### config.mk
export PLATFORM = sky130hd
export DESIGN_NAME = prog_mem_loader
export DESIGN_NICKNAME = d
export VERILOG_FILES = /design/src/rtl/prog_mem_loader.sv
export SDC_FILE = /design/constraint.sdc
export NUM_CORES = 1
export LEC_CHECK = 0
export CORE_UTILIZATION = 60
export CTS_CLUSTER_DIAMETER = 60
export DETAILED_ROUTE_END_ITERATION = 12
export PLACE_DENSITY = 0.79
export REMOVE_ABC_BUFFERS = 1
export SETUP_SLACK_MARGIN = 0.15
export SLEW_MARGIN = 10
export SYNTH_ARGS = -nofsm -noshare
export SYNTH_HDL_FRONTEND = slang
export SYNTH_SLANG_ARGS = --single-unit
### constraint.sdc
create_clock -name clk -period 2.08 [get_ports clk]
set_clock_uncertainty 0.1 [all_clocks]
set_input_delay 0.416 -clock clk [delete_from_list [all_inputs] [get_ports clk]]
set_output_delay 0.416 -clock clk [all_outputs]
set_load 0.01 [all_outputs]
### src/rtl/prog_mem_loader.sv
// prog_mem_loader
//   Writable 16x8 program store feeding the 4-bit CPU core. In RUN the CPU
//   reads instructions combinationally by address. A load-mode FSM accepts one
//   byte per synchronised rising edge of wr_strobe while load_req is held. The
//   CPU is kept in reset for the whole load and for one release cycle after it.
//
//   Optional feature macro: PROG_CHECKSUM_EN adds the checksum[7:0] output,
//   which is the XOR of every byte accepted since the last load entry.
//
// Ports
//   clk          system clock
//   n_reset      asynchronous active-low reset
//   load_req     async level, 1 = enter/stay in load mode
//   wr_strobe    async, each synchronised rising edge writes one byte
//   wr_data      byte to write, stable around the strobe edge
//   cpu_addr     CPU program counter
//   instr        instruction to the CPU (8'h00 while not in RUN)
//   cpu_n_reset  active-low reset to the CPU
//   load_active  1 in LOAD, DONE and RELEASE
//   load_addr    next word to be written
//   load_done    1 once all 16 words are written, until release
//   checksum     (PROG_CHECKSUM_EN only) XOR of accepted bytes
module prog_mem_loader #(
    parameter int           DEPTH       = 16,
    parameter int           WIDTH       = 8,
    parameter int           SYNC_STAGES = 2,
    parameter logic [7:0]   FILL        = 8'h00
) (
    input  logic             clk,
    input  logic             n_reset,
    input  logic             load_req,
    input  logic             wr_strobe,
    input  logic [WIDTH-1:0] wr_data,
    input  logic [3:0]       cpu_addr,
    output logic [WIDTH-1:0] instr,
    output logic             cpu_n_reset,
    output logic             load_active,
    output logic [3:0]       load_addr,
    output logic             load_done
`ifdef PROG_CHECKSUM_EN
    ,
    output logic [7:0]       checksum
`endif
);

    typedef enum logic [1:0] {
        RUN     = 2'd0,
        LOAD    = 2'd1,
        DONE    = 2'd2,
        RELEASE = 2'd3
    } state_t;

    state_t                 state_q, state_d;
    logic [SYNC_STAGES-1:0] req_sync_q, req_sync_d;
    logic [SYNC_STAGES-1:0] strb_sync_q, strb_sync_d;
    logic                   strb_prev_q, strb_prev_d;
    logic [3:0]             load_addr_q, load_addr_d;
    logic                   cpu_run_q, cpu_run_d;
    logic                   load_active_q, load_active_d;
    logic                   load_done_q, load_done_d;
    logic [WIDTH-1:0]       mem_q [DEPTH];
    logic [WIDTH-1:0]       mem_d [DEPTH];
`ifdef PROG_CHECKSUM_EN
    logic [7:0]             chk_q, chk_d;
`endif

    logic req_s;
    logic strb_edge;

    assign req_s     = req_sync_q[SYNC_STAGES-1];
    // Edge detection runs in every state, so a strobe already high when LOAD
    // is entered produces no edge until it falls and rises again.
    assign strb_edge = strb_sync_q[SYNC_STAGES-1] & ~strb_prev_q;

    always_comb begin
        req_sync_d  = {req_sync_q[SYNC_STAGES-2:0], load_req};
        strb_sync_d = {strb_sync_q[SYNC_STAGES-2:0], wr_strobe};
        strb_prev_d = strb_sync_q[SYNC_STAGES-1];
        state_d     = state_q;
        load_addr_d = load_addr_q;
        mem_d       = mem_q;
`ifdef PROG_CHECKSUM_EN
        chk_d       = chk_q;
`endif
        case (state_q)
            RUN: begin
                if (req_s) begin
                    state_d     = LOAD;
                    load_addr_d = '0;
`ifdef PROG_CHECKSUM_EN
                    chk_d       = '0;
`endif
                end
            end
            LOAD: begin
                // Release takes priority over a coincident strobe edge.
                if (!req_s) begin
                    state_d = RELEASE;
                end else if (strb_edge) begin
                    mem_d[load_addr_q] = wr_data;
                    load_addr_d        = load_addr_q + 1'b1;
`ifdef PROG_CHECKSUM_EN
                    chk_d              = chk_q ^ wr_data;
`endif
                    if (load_addr_q == 4'(DEPTH - 1))
                        state_d = DONE;
                end
            end
            DONE: begin
                if (!req_s)
                    state_d = RELEASE;
            end
            default: begin
                state_d = RUN;
            end
        endcase
        // Status outputs are registered from the next state so they line up
        // with state_q on the following cycle.
        cpu_run_d     = (state_d == RUN);
        load_active_d = (state_d != RUN);
        load_done_d   = (state_d == DONE);
    end

    always_ff @(posedge clk or negedge n_reset) begin
        if (!n_reset) begin
            state_q       <= RUN;
            req_sync_q    <= '0;
            strb_sync_q   <= '0;
            strb_prev_q   <= 1'b0;
            load_addr_q   <= '0;
            cpu_run_q     <= 1'b1;
            load_active_q <= 1'b0;
            load_done_q   <= 1'b0;
            mem_q         <= '{default: FILL};
`ifdef PROG_CHECKSUM_EN
            chk_q         <= '0;
`endif
        end else begin
            state_q       <= state_d;
            req_sync_q    <= req_sync_d;
            strb_sync_q   <= strb_sync_d;
            strb_prev_q   <= strb_prev_d;
            load_addr_q   <= load_addr_d;
            cpu_run_q     <= cpu_run_d;
            load_active_q <= load_active_d;
            load_done_q   <= load_done_d;
            mem_q         <= mem_d;
`ifdef PROG_CHECKSUM_EN
            chk_q         <= chk_d;
`endif
        end
    end

    always_comb begin
        instr = '0;
        if (state_q == RUN)
            instr = mem_q[cpu_addr];
    end

    assign cpu_n_reset = n_reset & cpu_run_q;
    assign load_active = load_active_q;
    assign load_addr   = load_addr_q;
    assign load_done   = load_done_q;
`ifdef PROG_CHECKSUM_EN
    assign checksum    = chk_q;
`endif

endmodule

# Word-level counts from Yosys, hierarchy flattened
# Cells that the tools add are included.
[word_totals]
regBits = 142
out_inout_bits = 15
[op_classes]
n_addsub = 1
order_cmp = 3
n_eq_ne = 7
mux = 17
n_bitwise = 5
n_reduce_logical = 7
[ops]
columns = ["cell", "count"]
rows = [
  ["128-bit bitwise mux", 1],
  ["8-bit binary-select mux with 4-bit select", 1],
  ["8-bit demux with 4-bit select", 1],
  ["8-bit 2-to-1 mux", 4],
  ["4-bit 2-to-1 mux", 3],
  ["5-bit >= comparator, second input constant", 2],
  ["2-bit 2-to-1 mux", 5],
  ["4-bit inverter with 5-bit output", 2],
  ["4-bit case mux with 2 select lines", 1],
  ["2-bit inequality test, second input constant", 3],
  ["2-bit case mux with 3 select lines", 1],
  ["5-bit by 1-bit less-than comparator with 1-bit output, second input constant", 1],
  ["4-bit by 1-bit adder with 4-bit output, second input constant", 1],
  ["2-bit == test, second input constant", 2],
  ["4-bit == test, second input constant", 1],
  ["2-bit logical NOT", 2],
  ["4-bit AND reduction", 1],
  ["2-bit nonzero test", 2],
  ["3-bit AND reduction", 1],
  ["1-bit AND", 2],
  ["2-bit by 1-bit == test with 1-bit output, second input constant", 1],
  ["1-bit logical AND", 1],
  ["1-bit inverter", 1],
]

# Depth between registers and ports, before layout
[depth]
depth_word = 6
mapped_depth = 7
mapped_depth_nobuf = 5

# Least setup slack after synthesis
# No wires, ideal clock.
[synth_path]
path_kind = "input port to output port"
start = "input port cpu_addr[0]"
end = "output port instr[1]"
arrival_time_ns = 1.509
setup_slack_ns = 0.055
stages = 7
path_cell_list = "buf_6 -> buf_8 -> buf_6 -> mux2i_1 -> a22oi_1 -> o221ai_1 -> o21ai_0"
[synth_via]
elab_chain_len = 5
[synth_rtl]
columns = ["element", "line", "rtl"]
rows = [
  ["start: declaration", "34", "input logic [3:0] cpu_addr,"],
  ["4-bit inverter with 5-bit output (implied by the code)", "157", "instr = mem_q[cpu_addr];"],
  ["8-bit binary-select mux with 4-bit select", "157", ""],
  ["8-bit 2-to-1 mux (implied by the code) (2 in series)", "157", ""],
  ["8-bit 2-to-1 mux", "156", "if (state_q == RUN)"],
  ["end: declaration", "35", "output logic [WIDTH-1:0] instr,"],
]
# Every way passes these cells. The select of a mux whose other input is x is not followed.

# Final worst setup path
[layout_path]
start = "register mem_q[123] (netlist bit)"
end = "output port instr[3]"
[layout_via]
elab_chain_len = 4
[layout_rtl]
columns = ["element", "line", "rtl"]
rows = [
  ["start: declaration", "61", "logic [WIDTH-1:0] mem_q [DEPTH];"],
  ["start signal: assignment", "147", "mem_q <= mem_d;"],
  ["8-bit binary-select mux with 4-bit select", "157", ""],
  ["8-bit 2-to-1 mux (implied by the code) (2 in series)", "157", ""],
  ["8-bit 2-to-1 mux", "156", ""],
]
# Every way passes these cells. The select of a mux whose other input is x is not followed.

==> summary.txt <==
Run status
  • Status: finished, violations left
  • Failing checks: setup timing

GRT
  • Total grt overflow: 0
  • Number of global-route vias before repair: ~4600
  • Initial antenna violation count: 0
  • Total track usage: between 20 and 30%
  • First-pass GRT wire length: 24.67 mm
  • Largest net degree at the start of global routing: approximately 140

Synth
  • Synth area leader: dfrtp_1
  • Post-synth EDFFs: 0
  • FFs w/ async S/R, synth: 100.0%
  • Top cells by area, synth: dfrtp_1 53%, mux2_2 24%, mux2i_1 4.8%
  • Top FF cell, synth: dfrtp_1
  • Synthesized area per cell: 14.04 um^2
  • Synth unique cells: a little over 40
  • Top cell type's share of synthesized area: a little over half
  • Synth Warn #: 0
  • Mapped Cells: around 480
  • Sequential share of the synthesized area: a little over half
  • Post-Syn Area: 6669 um^2
  • Flops & latches, synth: 142

Clocking
  • H-tree depth: 4
  • Worst-path clk slew: approximately 0.060 ns
  • Clock Tree Root: clkbuf_8
  • Clock buffer depth: 2
  • CTS tree: done
  • Clk_lat worst skew: about 0.55 ns
  • Clk sinks: ~140
  • TritonCTS buffer count: 17

Floorplan
  • Initial Util: 61.52%
  • Die height: 107.4 um
  • Num rows: 38
  • Core area: 10840 um^2
  • Die X: 107.4 um
  • Num ports: 31
  • Die area: approximately 12000 um^2

Place
  • Gpl congestion: around 0.84
  • Buffers added on ports: 30
  • Hpwl dp: 9.662 mm
  • Placed insts: about 650

Routing
  • First-pass iteration count of the detailed router: 4
  • Initial DRC count: between 200 and 250
  • Drt total wl: about 17 mm
  • DR vias: about 4400
  • WL per Instance: around 24 um
  • Vias/cell: roughly 6.3
  • Routed Antenna Nets: 0
  • Residual DRC: 0

STA
  • Setup ws final: -0.4880 ns
  • Crit path time final: roughly 2.6 ns
  • Slew headroom: roughly half
  • Final setup viols: 8
  • RSZ-0062 raised after global routing: true
  • Tcrit/Tclk final: 123.5%
  • Least-Margin Pin Slew: 0.7736 ns
  • Final Hold Fails: 0
  • Maximum clock rate: ~390 MHz
  • Max-slew violations: 0

Cells and area
  • Most frequent cells in the layout: 137 x dfrtp_1, 75 x mux2_4, 68 x mux2_2
  • Fillers: ~560
  • Ratio of cells with drive above 1 in the final layout: 53.58%
  • Commonest non-fill, non-tap cell in the layout: dfrtp_1
  • Layout Nets: about 570
  • Area Overhead vs Synth: 30.08%
  • Final core utilization: about four fifths
  • Area taken by multi-input logic gates: roughly 3500 um^2
  • N_diodes: 0
  • Finished Layout Cells: around 700
  • Seq. cell area: roughly 3600 um^2

Setup path
  • Critical Path End Type: output pin
  • Kind of critical path: reg2out
  • Worst setup SP type: register
  • CP arrival: ~2.1 ns
  • Crit path max fanout: 2
  • Crit. Startpoint: mem_q[123]$_DFFE_PN0P_
  • Worst path required time: ~1.6 ns
  • Reg2reg start: state_q[1]$_DFF_PN0_

Min path
  • Worst hold path class: in2reg
  • Hold path start: wr_strobe

Pwr
  • VDD IR-drop max: 0.9776 mV
  • PwrDens: ~1300 nW/um^2
  • Leakage: 4.032 nW

Job
  • Max-cap violation count: 0
## final timing paths
path                                            end  slack (ns)  cells after the start
max in group asynchronous  load_addr[2]$_DFFE_PN0P_        0.76                      3
min in group asynchronous    mem_q[116]$_DFFE_PN0P_        0.49                      3
setup reg to reg               mem_q[7]$_DFFE_PN0P_        0.02                      6
setup / recovery                           instr[3]       -0.49                      5
hold reg to reg            strb_sync_q[1]$_DFF_PN0_        0.25                      0
hold / removal             strb_sync_q[0]$_DFF_PN0_        0.22                      1
## cell usage after synthesis, types with 3 or more instances
master    number
and3_1         4
nor2b_1        9
nand2_1        8
a22o_1         7
nand3_4        4
nor3_1         3
buf_2          8
a21o_1         4
o221ai_1       4
inv_1          3
o21ai_0        7
buf_4          3
mux4_2         6
nand2_2       12
nand2b_1       9
nand3_1        7
nor2_1         7
ha_1           4
mux2_1         3
a22oi_1       10
clkbuf_1      15
dfrtp_1      141
mux2_2       140
mux2i_1       32
buf_6          3
## critical path, cell delays in order, from the launching register on
cell,delay [ns]
dfrtp_1,0.40
mux4_2,0.49
o2111ai_2,0.24
o31ai_2,0.11
buf_4,0.15
buf_6,0.11
## what timing repair did
item,CTS,global route
buffers inserted,6,8
hold buffers,1,0
setup endpoints to repair,143,92
pin swaps,11,7
gates resized for setup,112,99
hold endpoints to repair,141,0
## metrics by stage
stage / hold slack [ns] / setup TNS [ns] / area, um^2 / setup slack (ns) / power, W
6_report: 0.2189 / -2.466 / 8675 / -0.4880 / 0.01112
5_1_grt: 0.2137 / -2.936 / 8675 / -0.5479 / 0.01158
4_1_cts: 0.2100 / -2.375 / 8180 / -0.4361 / 0.01048
3_5_place_dp: 0.2388 / -7.620 / 7268 / -1.014 / 0.006858
3_3_place_gp: 0.2364 / -7.311 / 7268 / -0.9497 / 0.006694
2_1_floorplan: 0.02041 / 0 / 6501 / 0.2836 / 0.005858
## area by class of cell
type | count | area share (%)
Multi-Input combinational cell | 300 | 40.66
Tap cell | 140 | 2.019
Clock buffer | 19 | 4.976
Timing Repair Buffer | 81 | 8.467
Inverter | 3 | 0.1298
Sequential cell | 142 | 41.04
Clock inverter | 13 | 2.712
## registers in the layout, indices dropped and copies added, names as in the netlist
name and flops:
mem_q 128, load_active 1, req_sync_q 2, strb_sync_q 2, state_q 2, load_addr 4, load_done 1, strb_prev_q 1
cpu_run_q 1
## per-layer routing
layer	global-route usage, %	vias to the layer above	routed length (um)
met4	12.04	0	489
met5	0	-	0
met3	7.143	45	943
met2	48.57	164	8485
met1	37.40	2281	6973
li1	-	1893	-
## where the power goes
group / internal, W / total (W) / switching [W]
Combinational: 0.00195 / 0.00334 / 0.00139
Clock: 0.00223 / 0.00342 / 0.00119
Sequential: 0.00376 / 0.00436 / 0.000608
Total: 0.00793 / 0.0111 / 0.00319
## kinds of logic after synthesis
kind of cell	Yosys count	share of synthesized area [%]
simple gates	68	6.416
mux	183	31.76
flops	142	53.30
buf+inv	33	2.683
compound gates	45	5.084
fa+ha+maj	4	0.7505
(Power assumes the default switching activity.)
